File: src/rtl/hazard_scoreboard.sv
`default_nettype none
// ============================================================================
// Module      : hazard_scoreboard
// Description : WISC pipeline hazard unit. Tracks in-flight instructions in a
//               shift-register scoreboard. Detects register RAW, flag RAW and
//               BR rs hazards, drives the PC and IF/ID write enables and the
//               ID/EX bubble, squashes wrong-path fetches after a taken
//               branch, and keeps a saturating stall counter.
// Revision    : 1.0 - initial release
// ============================================================================
module hazard_scoreboard #(
  parameter int REG_BITS     = 4,
  parameter int DEPTH        = 3,
  parameter int LOAD_LAT     = 1,
  parameter int FWD_EN       = 1,
  parameter int FLAG_READY   = 1,
  parameter int BR_READY     = 1,
  parameter int FLUSH_CYCLES = 1,
  parameter int CNT_W        = 16
) (
  input  logic                clk,
  input  logic                rst,
  input  logic                id_valid,
  input  logic [REG_BITS-1:0] id_rs,
  input  logic [REG_BITS-1:0] id_rt,
  input  logic                id_rs_used,
  input  logic                id_rt_used,
  input  logic [REG_BITS-1:0] id_rd,
  input  logic                id_reg_write,
  input  logic                id_mem_read,
  input  logic [2:0]          id_flag_en,
  input  logic                branch,
  input  logic                branchr,
  input  logic [2:0]          condition,
  input  logic                branch_taken,
  output logic                pc_wen,
  output logic                if_id_wen,
  output logic                id_ex_bubble,
  output logic                if_id_flush,
  output logic [2:0]          hazard_cause,
  output logic [CNT_W-1:0]    stall_cnt
);

  localparam logic [2:0] FLUSH_LOAD = 3'(FLUSH_CYCLES);
  localparam bit         NO_FWD     = (FWD_EN == 0);

  typedef enum logic [0:0] {
    RUN   = 1'b0,
    FLUSH = 1'b1
  } state_t;

  state_t     state, state_nxt;
  logic [2:0] flush_cnt, flush_cnt_nxt;

  // Scoreboard storage: index 0 is the youngest (EX) entry
  logic [DEPTH-1:0]    sb_valid;
  logic [DEPTH-1:0]    sb_wr;
  logic [DEPTH-1:0]    sb_ld;
  logic [REG_BITS-1:0] sb_rd   [DEPTH];
  logic [2:0]          sb_flag [DEPTH];

  logic [DEPTH-1:0] raw_vec;
  logic [DEPTH-1:0] flag_vec;
  logic [DEPTH-1:0] br_vec;
  logic [2:0]       need;
  logic             id_live;
  logic             raw_hit;
  logic             flag_hit;
  logic             br_hit;
  logic             stall;
  logic             push;

  // Flags each branch condition reads ([2]=Z, [1]=V, [0]=N)
  always_comb begin
    need = 3'b000;
    case (condition)
      3'b000, 3'b001: need = 3'b100;
      3'b010:         need = 3'b101;
      3'b011:         need = 3'b001;
      3'b100, 3'b101: need = 3'b101;
      3'b110:         need = 3'b010;
      default:        need = 3'b000;
    endcase
  end

  // Per-entry hazard terms; readiness thresholds are fixed per index
  for (genvar k = 0; k < DEPTH; k++) begin : g_entry
    localparam bit LD_EARLY = (k < LOAD_LAT);
    localparam bit FL_EARLY = (k < FLAG_READY);
    localparam bit BR_EARLY = (k < BR_READY);
    logic writer;
    logic src_hit;
    assign writer      = sb_valid[k] & sb_wr[k] & (sb_rd[k] != '0);
    assign src_hit     = (id_rs_used & (sb_rd[k] == id_rs)) |
                         (id_rt_used & (sb_rd[k] == id_rt));
    assign raw_vec[k]  = writer & src_hit & ((sb_ld[k] & LD_EARLY) | NO_FWD);
    assign flag_vec[k] = sb_valid[k] & ((sb_flag[k] & need) != 3'b000) & FL_EARLY;
    assign br_vec[k]   = writer & (sb_rd[k] == id_rs) & BR_EARLY;
  end

  // A flushed ID slot is a wrong-path fetch: it never stalls and is never pushed
  assign id_live  = id_valid & ~if_id_flush;
  assign raw_hit  = |raw_vec;
  assign flag_hit = (branch | branchr) & (condition != 3'b111) & (|flag_vec);
  assign br_hit   = branchr & (id_rs != '0) & (|br_vec);
  assign stall    = id_live & (raw_hit | flag_hit | br_hit);
  assign push     = id_live & ~stall;

  assign pc_wen       = ~stall;
  assign if_id_wen    = ~stall;
  assign id_ex_bubble = stall | if_id_flush;
  assign if_id_flush  = (state == FLUSH);
  assign hazard_cause = {3{id_live}} & {br_hit, flag_hit, raw_hit};

  // Scoreboard shift: entries age by one slot per cycle, oldest retires
  always_ff @(posedge clk or negedge rst) begin
    if (!rst) begin
      sb_valid <= '0;
      sb_wr    <= '0;
      sb_ld    <= '0;
      for (int k = 0; k < DEPTH; k++) begin
        sb_rd[k]   <= '0;
        sb_flag[k] <= '0;
      end
    end else begin
      for (int k = DEPTH - 1; k > 0; k--) begin
        sb_valid[k] <= sb_valid[k-1];
        sb_wr[k]    <= sb_wr[k-1];
        sb_ld[k]    <= sb_ld[k-1];
        sb_rd[k]    <= sb_rd[k-1];
        sb_flag[k]  <= sb_flag[k-1];
      end
      sb_valid[0] <= push;
      sb_wr[0]    <= id_reg_write;
      sb_ld[0]    <= id_mem_read;
      sb_rd[0]    <= id_rd;
      sb_flag[0]  <= id_flag_en;
    end
  end

  // Flush FSM state and down-counter register
  always_ff @(posedge clk or negedge rst) begin
    if (!rst) begin
      state     <= RUN;
      flush_cnt <= 3'd0;
    end else begin
      state     <= state_nxt;
      flush_cnt <= flush_cnt_nxt;
    end
  end

  // Flush FSM next state: a taken branch is honoured only once it issues
  always_comb begin
    state_nxt     = state;
    flush_cnt_nxt = flush_cnt;
    case (state)
      RUN: begin
        if (branch_taken & id_valid & ~stall) begin
          state_nxt     = FLUSH;
          flush_cnt_nxt = FLUSH_LOAD;
        end
      end
      FLUSH: begin
        if (flush_cnt <= 3'd1) begin
          state_nxt     = RUN;
          flush_cnt_nxt = 3'd0;
        end else begin
          flush_cnt_nxt = flush_cnt - 3'd1;
        end
      end
      default: begin
        state_nxt     = RUN;
        flush_cnt_nxt = 3'd0;
      end
    endcase
  end

  // Saturating stall-cycle counter for performance debug
  always_ff @(posedge clk or negedge rst) begin
    if (!rst) begin
      stall_cnt <= '0;
    end else if (stall && (stall_cnt != '1)) begin
      stall_cnt <= stall_cnt + CNT_W'(1);
    end
  end

endmodule
`default_nettype wire
File: config.mk
export PLATFORM = sky130hd
export DESIGN_NAME = hazard_scoreboard
export DESIGN_NICKNAME = d
export VERILOG_FILES = /design/src/rtl/hazard_scoreboard.sv
export SDC_FILE = /design/constraint.sdc
export NUM_CORES = 1
export LEC_CHECK = 0
export CAP_MARGIN = 20
export CELL_PAD_IN_SITES_DETAIL_PLACEMENT = 1
export CELL_PAD_IN_SITES_GLOBAL_PLACEMENT = 2
export CORE_ASPECT_RATIO = 1.25
export CORE_MARGIN = 1
export CORE_UTILIZATION = 28
export DETAILED_ROUTE_END_ITERATION = 8
export PLACE_DENSITY = 0.84
export SYNTH_ARGS = -nofsm -noshare
export SYNTH_HDL_FRONTEND = slang
export SYNTH_SLANG_ARGS = --single-unit
File: constraint.sdc
create_clock -name clk -period 2.6 [get_ports clk]
set_clock_uncertainty 0.2 [all_clocks]
set_input_delay 0.52 -clock clk [delete_from_list [all_inputs] [get_ports clk]]
set_output_delay 0.52 -clock clk [all_outputs]
set_load 0.005 [all_outputs]
==> impl_summary.log, run 1 <==
[metrics] Max rail drop VDD: 320 µV
[metrics] final weighted congestion of routability-driven global placement: 0.696
[metrics] remaining routing DRC violations: 0
[metrics] slew at the pin closest to its max-slew limit: 0.376 ns
[metrics] wire length of the first global-routing pass: 7.14 mm
[metrics] maximum buffer depth of the clock tree: 2
[metrics] maximum number of pins on one net before global-route repair: 31
[metrics] initial detailed-routing violation count: 14
[metrics] count of different cell masters after synthesis: 43
[metrics] maximum capacitance violations: 0
[metrics] highest routed metal layer: met4
[metrics] Chip Height: 86.3 µm
[metrics] endpoint kind of the worst setup timing path: primary output
[metrics] Final Non-Filler Cells: 285
[metrics] Primary FF master, synth: sky130_fd_sc_hd__dfrtp_1
[metrics] synthesized flop and latch total: 30
[metrics] number of enable-type register cells in the synthesized netlist: 0
[metrics] HP Class: reg2reg
[metrics] source-to-sink clock delay at the later pin of the worst-skew pair: 0.28 ns
[metrics] cts-stage hold buffer count: 0
[metrics] worst reg2reg path depth: 11
[metrics] total number of vias: 1,389
[metrics] total setup violations reported at the end of the flow: 4
[metrics] Clock Tree Root: sky130_fd_sc_hd__clkbuf_8
[metrics] synthesized area divided by synthesized cell count: 11.3 µm²
[metrics] Total Power Consumption: 1.47 mW
[metrics] number of buffers inserted during clock tree synthesis: 5
[metrics] Hold Violations, Final: 0
[metrics] Arrival @ worst endpoint: 2.05 ns
[metrics] P per Cell Area: 577 mW/mm²
[metrics] net count after synthesis: 172
[metrics] RSZ-0062 raised after global routing: true
[metrics] count of buffers from port buffering: 50
[metrics] reported leakage power: 1.10 nW
[metrics] outcome: complete, but fails checks
[metrics] die area: 0.00600 mm²
[metrics] classification of the worst setup path: reg2out
[metrics] combined area of all synthesized cells: 0.00159 mm²
[metrics] Tmin final: 2.77 ns
[metrics] Hold Path Depth: 1
[metrics] aggregate global routing overflow: 0
[metrics] FMAX: 0.361 GHz
[metrics] CTS tree: built
[metrics] count of inserted antenna diode cells: 0
[metrics] Yosys warnings: 0
[metrics] worst-case setup margin in the final layout: -0.167 ns
[metrics] Synth async-reset ratio: 100%
[metrics] commonest non-fill, non-tap cells in the layout: sky130_fd_sc_hd__clkdlybuf4s50_1, sky130_fd_sc_hd__dfrtp_1, sky130_fd_sc_hd__buf_4
[metrics] routed wire length on met3: 220 µm
[metrics] total instance count after detailed placement: 264
[metrics] I/O pins: 51
[metrics] Worst-path clk slew: 0.06 ns
[metrics] antenna viol nets, final: 0
[metrics] core footprint: 0.00544 mm²
[metrics] most frequent standard cell in the layout excluding fill and tap cells: sky130_fd_sc_hd__clkdlybuf4s50_1
[metrics] Die Wd: 69.5 µm
[metrics] portion of the post-synthesis area used by sequential elements: 47.1%
[metrics] starting utilization of the core area: 29.3%
[metrics] Fillers: 587
[metrics] Area Growth Syn to Fin: 60.0%
[metrics] routed metal-1 wirelength: 1.73 mm
[metrics] part of the cycle the worst path needs: 106%
[metrics] detail-routed via count per cell: 4.87
[metrics] relative slew slack: 75.0%
[metrics] fin nets: 251
[metrics] Total Routed Length: 4.46 mm
[metrics] post-synthesis cell count: 141
[metrics] clock sinks: 30
[metrics] share of cells above drive strength 1: 33.9%
[metrics] kind of launch point of the worst setup path: flop
[metrics] critical path data required time: 1.88 ns
[metrics] overall routing resource usage: 15.2%
[metrics] max-slew violation total from the final report: 0
[metrics] via count of the first global-routing pass: 1,497
[metrics] row count: 30
[metrics] met2 wire len: 2.42 mm
[metrics] depth of the CTS H-tree: 2
[metrics] first-pass iteration count of the detailed router: 4
[metrics] routed wirelength normalized by instance count: 15.6 µm
[metrics] failing checks: negative setup slack
[metrics] number of antenna violations at the first check in global routing: 0
[metrics] Post-DP HPWL: 3.07 mm
[metrics] maximum net fanout on the critical path: 3
==> sequential cells by signal (all words and copies together), names as in the netlist <==
name / count
sb_rd: 4
sb_ld: 1
sb_valid: 1
sb_flag: 3
flush_cnt: 3
sb_wr: 1
if_id_flush: 1
stall_cnt: 16
==> routing by layer <==
layer | vias up | track usage [%]
li1 | 658 | -
met1 | 679 | 17.0
met2 | 42 | 27.4
met3 | 10 | 3.95
met4 | 0 | 6.68
met5 | - | 0
==> area by class of cell <==
| cell class | count | area [µm²] | share of cell area [%] |
|---|---|---|---|
| flip-flops and latches | 30 | 753 | 29.6 |
| clock inverters | 1 | 5.00 | 0.196 |
| multi-input cells | 101 | 915 | 35.9 |
| clock buffers | 7 | 86.3 | 3.39 |
| repair buffers | 77 | 691 | 27.1 |
| well taps | 64 | 80.1 | 3.14 |
| inverters | 5 | 18.8 | 0.736 |
==> worst max-delay path, cell delays in order (launching register included) <==
cell and delay [ns]:
sky130_fd_sc_hd__dfrtp_1 0.40, sky130_fd_sc_hd__buf_6 0.14, sky130_fd_sc_hd__xor2_4 0.15, sky130_fd_sc_hd__nor4_4 0.27
sky130_fd_sc_hd__buf_4 0.17, sky130_fd_sc_hd__buf_6 0.09, sky130_fd_sc_hd__nand4_4 0.07, sky130_fd_sc_hd__buf_6 0.14
sky130_fd_sc_hd__a31oi_4 0.17, sky130_fd_sc_hd__inv_2 0.06, sky130_fd_sc_hd__buf_6 0.11
==> synthesized netlist by cell type (2+ instances only) <==
| cell | count | area [µm²] |
|---|---|---|
| sky130_fd_sc_hd__dfrtp_1 | 30 | 751 |
| sky130_fd_sc_hd__xnor2_1 | 16 | 140 |
| sky130_fd_sc_hd__and3_1 | 9 | 56.3 |
| sky130_fd_sc_hd__nand3_1 | 8 | 40.0 |
| sky130_fd_sc_hd__nand2_1 | 7 | 26.3 |
| sky130_fd_sc_hd__xor2_1 | 7 | 61.3 |
| sky130_fd_sc_hd__nand4_1 | 6 | 37.5 |
| sky130_fd_sc_hd__nor2_1 | 6 | 22.5 |
| sky130_fd_sc_hd__inv_1 | 5 | 18.8 |
| sky130_fd_sc_hd__o21ai_0 | 4 | 20.0 |
| sky130_fd_sc_hd__and4_1 | 3 | 26.3 |
| sky130_fd_sc_hd__ha_1 | 3 | 37.5 |
| sky130_fd_sc_hd__a21oi_1 | 2 | 10.0 |
| sky130_fd_sc_hd__clkbuf_1 | 2 | 7.51 |
| sky130_fd_sc_hd__nand2b_1 | 2 | 12.5 |
| sky130_fd_sc_hd__nand3_2 | 2 | 20.0 |
| sky130_fd_sc_hd__nand4_2 | 2 | 25.0 |
| sky130_fd_sc_hd__nor3_1 | 2 | 10.0 |
==> cells by family (layout without fill, tap and decap cells) <==
| family | after synthesis | after routing | synth area share [%] |
|---|---|---|---|
| and+or+nand+nor | 55 | 55 | 23.4 |
| adders and majority gates | 3 | 3 | 2.36 |
| buffers and inverters | 10 | 90 | 3.30 |
| xor gates and xnor gates | 23 | 23 | 12.6 |
| AOI/OAI and AO/OA | 18 | 18 | 9.58 |
| DFF | 30 | 30 | 47.1 |
| muxes | 2 | 2 | 1.57 |
==> timing repair <==
item                                    CTS  global route
resized for setup                        37            20
pin swaps                                 8            12
endpoints found under the hold margin     0             0
endpoints found under the setup margin    7             6
buffers inserted                          8             6
==> power by group <==
group / internal, mW / leakage [nW] / switching [mW]
registers: 0.526 / 0.386 / 0.0699
logic: 0.276 / 0.668 / 0.219
clock network: 0.213 / 0.0482 / 0.168
==> path summary, 6_finish.rpt <==
check / endpoint / from / slack, ns
max: pc_wen / sb_rd[8] / -0.17
min: stall_cnt[10] / stall_cnt[10] / 0.30
max reg2reg: stall_cnt[1] / sb_rd[8] / 0.10
min reg2reg: stall_cnt[10] / stall_cnt[10] / 0.30
max in group asynchronous: sb_rd[11] / rst / 1.46
min in group asynchronous: stall_cnt[7] / rst / 0.45
==> stage by stage <==
| stage | area [µm²] | setup TNS (ns) | setup slack (ns) | util (%) | hold WS [ns] |
|---|---|---|---|---|---|
| 3_3_place_gp | 2240 | -5.05 | -0.705 | 41.2 | 0.284 |
| 6_report | 2550 | -0.595 | -0.167 | 46.8 | 0.295 |
| 5_1_grt | 2550 | -1.02 | -0.268 | 46.8 | 0.319 |
| 3_5_place_dp | 2240 | -6.57 | -0.784 | 41.2 | 0.287 |
| 4_1_cts | 2480 | -1.26 | -0.401 | 45.6 | 0.302 |
| 2_1_floorplan | 1590 | 0 | 0.174 | - | 0.0244 |
Power figures use the tool's default switching activity.
==> run 2: changes to the inputs <==
--- a/config.mk
+++ b/config.mk
@@ -10,9 +10,10 @@
 export CELL_PAD_IN_SITES_GLOBAL_PLACEMENT = 2
 export CORE_ASPECT_RATIO = 1.25
 export CORE_MARGIN = 1
-export CORE_UTILIZATION = 28
+export CORE_UTILIZATION = 29
+export CTS_BUF_LIST = sky130_fd_sc_hd__clkbuf_2
 export DETAILED_ROUTE_END_ITERATION = 8
-export PLACE_DENSITY = 0.84
+export PLACE_DENSITY = 0.86
 export SYNTH_ARGS = -nofsm -noshare
 export SYNTH_HDL_FRONTEND = slang
 export SYNTH_SLANG_ARGS = --single-unit
==> impl_summary.log, run 2 (synthesis results as in run 1) <==
[metrics] routed metal-1 wirelength: 1.73 mm
[metrics] routed wirelength normalized by instance count: 17.0 µm
[metrics] Total Routed Length: 4.77 mm
[metrics] multi-input gate area in the final layout: 911 µm²
[metrics] antenna viol nets, final: 0
[metrics] Cell Chain, Critical Path: buf_6 -> xor2_4 -> nor4_4 -> buf_4 -> a22oi_2 -> buf_4 -> a31oi_4 -> inv_2 -> buf_2
[metrics] P per Cell Area: 525 mW/mm²
[metrics] Top Registers: stall_cnt (16), sb_rd (4)
[metrics] Final Non-Filler Cells: 281
[metrics] row count: 29
[metrics] count of inserted antenna diode cells: 0
[metrics] clock sinks: 30
[metrics] failing checks: negative setup slack
[metrics] worst path buffer plus inverter count: 5
[metrics] Int Power: 854 µW
[metrics] RSZ-0062 raised after global routing: true
[metrics] final weighted congestion of routability-driven global placement: 0.693
[metrics] most repeated library cell on the critical path: sky130_fd_sc_hd__buf_4
[metrics] worst reg2reg path depth: 10
[metrics] most frequent standard cell in the layout excluding fill and tap cells: sky130_fd_sc_hd__clkdlybuf4s50_1
[metrics] Layout Cell Area excl Fill: 0.00249 mm²
[metrics] cts-stage hold buffer count: 0
[metrics] max-slew violation total from the final report: 0
[metrics] HP Class: in2async
[metrics] count of buffers from port buffering: 50
[metrics] highest routed metal layer: met4
[metrics] maximum number of pins on one net before global-route repair: 31
[metrics] Die Wd: 68.3 µm
[metrics] Hold Violations, Final: 0
[metrics] Tmin final: 2.81 ns
[metrics] relative contribution of the clock network to total power: 17.6%
[metrics] top register by number of flip-flops: stall_cnt
[metrics] wire length of the first global-routing pass: 7.59 mm
[metrics] reg-to-reg critical path endpoint: stall_cnt[1]
[metrics] max FFs per register: 16
[metrics] instance area after placement: 0.00224 mm²
[metrics] source-to-sink clock delay at the later pin of the worst-skew pair: 0.37 ns
[metrics] number of antenna violations at the first check in global routing: 0
[metrics] total instance count after detailed placement: 262
[metrics] via count of the first global-routing pass: 1,547
[metrics] Total Power Consumption: 1.31 mW
[metrics] Sw Pwr: 451 µW
[metrics] maximum capacitance violations: 0
[metrics] die area: 0.00579 mm²
[metrics] relative slew slack: 73.3%
[metrics] share of cells above drive strength 1: 32.0%
[metrics] fin nets: 249
[metrics] Top Family by Delay on Critical Path: buffers and inverters
[metrics] CP max-delay cell: sky130_fd_sc_hd__dfrtp_1
[metrics] initial detailed-routing violation count: 34
[metrics] total setup violations reported at the end of the flow: 4
[metrics] met2 wire len: 2.61 mm
[metrics] classification of the worst setup path: reg2out
[metrics] endpoint kind of the worst setup timing path: primary output
[metrics] core footprint: 0.00519 mm²
[metrics] critical path data required time: 1.88 ns
[metrics] number of buffers inserted during clock tree synthesis: 5
[metrics] outcome: complete, but fails checks
[metrics] remaining routing DRC violations: 0
[metrics] Worst-path clk slew: 0.17 ns
[metrics] Clock Tree Root: sky130_fd_sc_hd__clkbuf_2
[metrics] maximum net fanout on the critical path: 3
[metrics] Storage cell area: 752 µm²
[metrics] post-route worst hold slack: 0.318 ns
[metrics] Arrival @ worst endpoint: 2.09 ns
[metrics] worst-case setup margin in the final layout: -0.207 ns
[metrics] aggregate global routing overflow: 0
[metrics] routed wire length on met3: 342 µm
[metrics] Post-DP HPWL: 3.44 mm
[metrics] detail-routed via count per cell: 5.04
[metrics] Max rail drop VDD: 191 µV
[metrics] Reg power frac: 46.4%
[metrics] FMAX: 0.356 GHz
[metrics] kind of launch point of the worst setup path: flop
[metrics] Area Growth Syn to Fin: 56.1%
[metrics] setup slack on the worst flop-to-flop path: 0.22 ns
[metrics] Critical R2R Launch: sb_rd[8]
[metrics] Chip Height: 84.9 µm
[metrics] part of the power in combinational logic: 35.9%
[metrics] slew at the pin closest to its max-slew limit: 0.400 ns
[metrics] reported leakage power: 1.07 nW
[metrics] commonest non-fill, non-tap cells in the layout: sky130_fd_sc_hd__clkdlybuf4s50_1, sky130_fd_sc_hd__dfrtp_1, sky130_fd_sc_hd__buf_4
[metrics] I/O pins: 51
[metrics] starting utilization of the core area: 30.7%
[metrics] first-pass iteration count of the detailed router: 3
[metrics] total number of vias: 1,415
[metrics] part of the cycle the worst path needs: 108%
[metrics] depth of the CTS H-tree: 2
[metrics] switching share of power: 34.5%
[metrics] Slowest Stage Delay on Critical Path: 0.41 ns
[metrics] CTS tree: built
[metrics] maximum buffer depth of the clock tree: 2
[metrics] Fillers: 573
[metrics] overall routing resource usage: 18.0%
==> run 2: power groups by stage <==
| stage | Clock (mW) | Sequential [mW] | Combinational [mW] |
|---|---|---|---|
| 3_3_place_gp | 0 | 0.608 | 0.426 |
| 4_1_cts | 0.235 | 0.608 | 0.466 |
| 5_1_grt | 0.258 | 0.621 | 0.514 |
| 6_report | 0.230 | 0.606 | 0.469 |
| 3_5_place_dp | 0 | 0.614 | 0.450 |
| 2_1_floorplan | 0 | 0.587 | 0.240 |
==> run 2: how the worst max path moves through the flow <==
stage,start,end,slack [ns],depth (start not counted)
5_1_grt,sb_rd[8],pc_wen,-0.30,9
3_3_place_gp,condition[2],id_ex_bubble,-0.67,8
3_5_place_dp,condition[2],id_ex_bubble,-0.75,8
2_1_floorplan,id_rs[0],id_ex_bubble,0.17,6
4_1_cts,sb_rd[8],pc_wen,-0.18,9
6_report,sb_rd[8],pc_wen,-0.21,9
==> run 2: metrics by stage <==
step / setup TNS, ns / utilization (%) / worst slack (ns)
global placement: -4.69 / 43.2 / -0.667
detailed placement: -6.50 / 43.2 / -0.752
finish: -0.696 / 47.9 / -0.207
floorplan: 0 / - / 0.174
global route: -1.19 / 47.9 / -0.301
CTS: -0.741 / 47.1 / -0.176
==> run 2: routing by layer <==
layer / vias to the layer above / global-route usage, %
li1: 660 / -
met5: - / 0
met1: 699 / 18.3
met2: 47 / 32.9
met4: 0 / 6.82
met3: 9 / 5.51
==> run 2: layout make-up <==
class / instances / share of cell area, %
sequential: 30 / 30.2
clock buffer: 6 / 1.21
inverter: 5 / 0.755
tap: 62 / 3.12
multi-input combinational: 101 / 36.6
timing repair buffer: 75 / 27.7
clock inverter: 2 / 0.352
==> run 2: timing repair <==
action,4_1_cts,5_1_grt
endpoints found under the setup margin,6,6
setup buffers,10,3
pin swaps,13,3
gates resized for setup,48,11
==> run 2: worst register-to-register path: stages, from the launching register on <==
cell                      delay, ns
sky130_fd_sc_hd__dfrtp_1       0.41
sky130_fd_sc_hd__buf_6         0.13
sky130_fd_sc_hd__xor2_4        0.15
sky130_fd_sc_hd__nor4_4        0.26
sky130_fd_sc_hd__buf_4         0.18
sky130_fd_sc_hd__nand4_4       0.10
sky130_fd_sc_hd__buf_6         0.15
sky130_fd_sc_hd__nand3_4       0.08
sky130_fd_sc_hd__buf_4         0.22
sky130_fd_sc_hd__nand3_2       0.12
sky130_fd_sc_hd__mux2_4        0.31
